File: config.mk
export PLATFORM = sky130hd
export DESIGN_NAME = shift_register_multi_mode
export DESIGN_NICKNAME = d
export VERILOG_FILES = /design/src/rtl/shift_register_multi_mode.sv
export SDC_FILE = /design/constraint.sdc
export NUM_CORES = 1
export LEC_CHECK = 0
export ABC_CLOCK_PERIOD_IN_PS = 2800
export CAP_MARGIN = 20
export CORE_ASPECT_RATIO = 1.4
export CORE_MARGIN = 8
export CORE_UTILIZATION = 45
export CTS_BUF_LIST = sky130_fd_sc_hd__clkbuf_8
export CTS_CLUSTER_DIAMETER = 40
export DETAILED_ROUTE_END_ITERATION = 10
export PLACE_DENSITY_LB_ADDON = 0.3
export SYNTH_ARGS = -nofsm -noshare
export SYNTH_HDL_FRONTEND = slang
export SYNTH_SLANG_ARGS = --single-unit
File: constraint.sdc
create_clock -name clk -period 2.8 [get_ports clk]
set_clock_uncertainty 0.05 [all_clocks]
set_input_delay 0.56 -clock clk [delete_from_list [all_inputs] [get_ports clk]]
set_output_delay 0.56 -clock clk [all_outputs]
set_load 0.05 [all_outputs]
File: src/rtl/shift_register_multi_mode.sv
// rtl/shift_register_multi_mode.sv - parametrised multi-mode shift register / delay line
//
// Purpose: DEPTH stages of DATA_W bits supporting shift left/right, rotate
// left/right and parallel load, with a saturating fill counter that marks
// when the word leaving the register carries valid data.
//
// Ports:
//   clk         rising-edge clock
//   rst_n       asynchronous active-low reset
//   clr         synchronous clear, wins over en and mode
//   en          operation enable (0 = hold)
//   mode        0 hold, 1 shl, 2 shr, 3 rotl, 4 rotr, 5 load, 6/7 hold
//   din         serial input word
//   pload       parallel load, stage k = pload[k*DATA_W +: DATA_W]
//   dout        word ejected or wrapped by the last shift/rotate
//   dout_valid  one-cycle pulse, dout holds a valid word
//   pout        all stages, same packing as pload
//   fill_cnt    number of valid stages, 0..DEPTH
//   full        fill_cnt == DEPTH

module shift_register_multi_mode #(
   parameter int DATA_W = 1,
   parameter int DEPTH  = 256,
   parameter int CNT_W  = $clog2(DEPTH + 1)
) (
   input  logic                    clk,
   input  logic                    rst_n,
   input  logic                    clr,
   input  logic                    en,
   input  logic [2:0]              mode,
   input  logic [DATA_W-1:0]       din,
   input  logic [DEPTH*DATA_W-1:0] pload,
   output logic [DATA_W-1:0]       dout,
   output logic                    dout_valid,
   output logic [DEPTH*DATA_W-1:0] pout,
   output logic [CNT_W-1:0]        fill_cnt,
   output logic                    full
);

   localparam logic [2:0] MODE_SHL  = 3'd1;
   localparam logic [2:0] MODE_SHR  = 3'd2;
   localparam logic [2:0] MODE_ROTL = 3'd3;
   localparam logic [2:0] MODE_ROTR = 3'd4;
   localparam logic [2:0] MODE_LOAD = 3'd5;

   localparam logic [CNT_W-1:0] CNT_FULL = CNT_W'(DEPTH);
   localparam logic [CNT_W-1:0] CNT_ONE  = CNT_W'(1);

   // Packed so that stage k occupies bits [k*DATA_W +: DATA_W] of the flat view.
   logic [DEPTH-1:0][DATA_W-1:0] stages;

   assign pout = stages;
   assign full = (fill_cnt == CNT_FULL);

   always_ff @(posedge clk or negedge rst_n) begin
      if (!rst_n) begin
         stages     <= '0;
         dout       <= '0;
         dout_valid <= 1'b0;
         fill_cnt   <= '0;
      end else if (clr) begin
         stages     <= '0;
         dout       <= '0;
         dout_valid <= 1'b0;
         fill_cnt   <= '0;
      end else begin
         dout_valid <= 1'b0;
         if (en) begin
            case (mode)
               MODE_SHL: begin
                  stages     <= {stages[DEPTH-2:0], din};
                  dout       <= stages[DEPTH-1];
                  // The ejected word is only meaningful once every stage holds data.
                  dout_valid <= full;
                  if (!full) fill_cnt <= fill_cnt + CNT_ONE;
               end
               MODE_SHR: begin
                  stages     <= {din, stages[DEPTH-1:1]};
                  dout       <= stages[0];
                  dout_valid <= full;
                  if (!full) fill_cnt <= fill_cnt + CNT_ONE;
               end
               MODE_ROTL: begin
                  stages     <= {stages[DEPTH-2:0], stages[DEPTH-1]};
                  dout       <= stages[DEPTH-1];
                  dout_valid <= full;
               end
               MODE_ROTR: begin
                  stages     <= {stages[0], stages[DEPTH-1:1]};
                  dout       <= stages[0];
                  dout_valid <= full;
               end
               MODE_LOAD: begin
                  stages   <= pload;
                  fill_cnt <= CNT_FULL;
               end
               default: begin
                  // hold and reserved modes: state kept, dout_valid already cleared
               end
            endcase
         end
      end
   end

endmodule

==> flow_summary.json <==
{
  "status": "complete, no violations",
  "setup_viol_count_final": 0,
  "p_sw_frac": 0.411,
  "drcViolationCount": 0,
  "cts_sinks": 267,
  "p_int_mw": 8.35,
  "netlist.area_leader.share": 0.287,
  "nNetsFinal": 3810,
  "cts_tree": "yes",
  "fp.coreArea_um2": 51100,
  "ir_drop_mv": 0.330,
  "seq_area_frac_synth": 0.287,
  "netlist_area_um2": 23300,
  "start_kind": "register",
  "grt_pass1_wl_um": 128000,
  "synth_top_area_cell": "dfrtp_1",
  "antenna_found_initial": 14,
  "antenna_left": 0,
  "drv_cap": 0,
  "cp-end-kind": "output pin",
  "timing.final.crit_share": 0.944,
  "synth_seq_cells": 267,
  "grt_max_degree": 238,
  "hold_class": "input pin to register",
  "worstPathRequired_ps": 2190,
  "rsz0062_at_grt": "no",
  "synth_compound_area_frac": 0.354,
  "die_area_um2": 59400,
  "yosysMostFrequentCell": "o21ai_0",
  "synth_xor_area_frac": 0.000752,
  "crit_chain": "inv_1 > ha_1 > nor4bb_2 > nand2_1 > inv_1 > buf_12",
  "final_util": 0.583,
  "multi_input_area_um2": 14000,
  "routabilityCongestion": 0.837,
  "pwr-share-clk": 0.276,
  "cellPowerDensity_nw_per_um2": 476,
  "drt-wirelength-per-cell_um": 18.6,
  "hold_viol_final": 0,
  "async_reset_ff_frac": 1.00,
  "grt_remaining_overflow": 0,
  "synthCells": 3243,
  "first_pass_iters": 5,
  "max_slew_margin": 0.418,
  "seqPwrFrac": 0.353,
  "start_util": 0.455,
  "grt_pass1_vias": 23400,
  "track_usage": 0.251,
  "synth_area_leaders": "dfrtp_1 (29%), o21ai_0 (15%), mux2i_1 (11%)",
  "drt_iter0_markers": 2171,
  "syn-num-nets": 3509,
  "p_total_mw": 14.2,
  "fmax_mhz": 378,
  "power_switching_mw": 5.83,
  "p_comb_frac": 0.371,
  "cts_buffers": 51,
  "io_buffers": 531,
  "drive_gt1_frac": 0.0456,
  "die_y_um": 285,
  "synthTopCellsByCount": "o21ai_0 (709), nand2_1 (519), dfrtp_1 (267)",
  "fp.dieW_um": 208,
  "synthDistinctLibCells": 47,
  "io_pins": 532,
  "crit_type": "register to output pin",
  "hpwl_um": 52000,
  "avgViaCountPerCell": 5.87,
  "seq_area_um2": 6680,
  "synth_edf_count": 0,
  "worst_ep_arrival_time_ps": 2030,
  "critPathSlowestCell": "dfrtp_1",
  "htreeDepth": 2,
  "routed_wl_um": 78700,
  "path_max_fanout": 6,
  "nFillCells": 4756,
  "clk-insertion-delay-late_ps": 590,
  "slowest_delay_ps": 430,
  "area_growth_pct": 27.9,
  "vias": 24900,
  "yosys.area_share.simple": 0.135,
  "fin_setup_tns_ps": 0,
  "p_leak_nw": 11.7,
  "cts.clk_slew.worst_paths_ps": 50,
  "yosys_most_used_dff": "dfrtp_1",
  "root_buffer": "clkbuf_8",
  "synth_mux_area_frac": 0.110,
  "slew_viol_final": 0,
  "clockBufferDepth": 3,
  "postCtsSetupBuffers": 0,
  "ys.warnings.count": 0,
  "synth_top_family_by_area": "compound AO/OA/AOI/OAI gates",
  "avgSynthCellArea_um2": 7.18,
  "worst_pin_slew_ps": 873,
  "period_needed_ps": 2640,
  "synth_fa_ha_area_frac": 0.00107,
  "rows": 98,
  "cp_common_cell": "inv_1"
}
[area by class of cell]
class	instances	area share
Tap cell	650	0.0273
Timing Repair Buffer	594	0.211
Antenna cell	13	0.00109
Sequential cell	267	0.224
Multi-Input combinational cell	2372	0.470
Clock buffer	63	0.0291
Inverter	258	0.0325
Clock inverter	22	0.00462
[path summary, 6_finish.rpt]
kind                                               from                      end  slack [ps]  cells past startpoint
worst max-delay path            fill_cnt[0]$_DFFE_PN0P_                     full         160                      6
worst min-delay path                                clr  fill_cnt[2]$_DFFE_PN0P_         180                      2
worst max register to register  fill_cnt[0]$_DFFE_PN0P_  fill_cnt[1]$_DFFE_PN0P_         950                      6
worst min register to register  fill_cnt[7]$_DFFE_PN0P_  fill_cnt[7]$_DFFE_PN0P_         490                      1
max in group asynchronous                         rst_n    pout[214]$_DFFE_PN0P_        1460                      3
min in group asynchronous                         rst_n     pout[81]$_DFFE_PN0P_         470                      2
[state kept, by name (all words and copies together) (netlist names)]
register	count
dout	1
dout_valid	1
fill_cnt	9
pout	256
[timing repair]
item | 4_1_cts | 5_1_grt
hold buffers | 1 | 0
setup endpoints to repair | 1 | 0
hold endpoints to repair | 50 | 0
gates resized for setup | 1 | 0
[placed cells by master (no fill, tap or decap), drive strengths merged, types with 2 or more instances in the layout]
cell type,Yosys,final
o21ai,767,767
clkdlybuf4s50,0,525
nand2,519,519
inv,258,267
dfrtp,267,267
nor2,262,262
mux2i,257,257
o211ai,255,255
o41ai,254,254
buf,137,68
clkbuf,209,63
diode,0,13
a31oi,8,8
clkinv,0,8
a21oi,5,5
nor3,4,4
and3,4,4
clkinvlp,0,4
nor2b,3,3
nand2b,3,3
nand3,2,2
o22ai,2,2
xnor2,2,2
and3b,2,2
ha,2,2
nor4bb,2,2
or3,2,2
a211oi,2,2
[per-layer routing]
metal  global-route usage  up-vias  routed length [um]
met3               0.0535      137                4970
met5                    0        -                  13
met4               0.0999        2                2600
met2                0.417      763               38200
met1                0.315    11800               32800
li1                     -    12200                   -
[critical path: cells and delay by family, from the launching register on]
| kind | cells | cell delay (ps) |
|---|---|---|
| flops | 1 | 430 |
| simple gates | 2 | 520 |
| buf+inv | 3 | 340 |
| fa+ha+maj | 1 | 160 |
[logic make-up (layout without fill, tap and decap cells)]
group	Yosys count	after routing
buf+inv	604	937
xor+xnor	2	2
simple gates	812	812
compound gates	1299	1299
mux	257	257
fa+ha+maj	2	2
other cells	0	13
flops	267	267
[power groups by stage]
stage | clock network (mW) | logic, mW | registers, mW
final | 3.91 | 5.26 | 5.01
after global routing | 4.17 | 5.71 | 5.09
after CTS | 4.00 | 5.30 | 5.00
after detailed placement | 0 | 5.27 | 5.06
after global placement | 0 | 5.20 | 5.06
after floorplan | 0 | 2.20 | 6.12
[metrics by stage]
stage	area (um2)	instances	setup slack, ps	hold slack, ps
floorplan	23300	3243	472	214
detailed placement	28700	4140	279	466
global placement	28700	4140	330	449
CTS	29800	4226	84.3	129
finish	29800	4239	157	178
global route	29800	4238	23.0	152
Power figures use the tool's default switching activity.
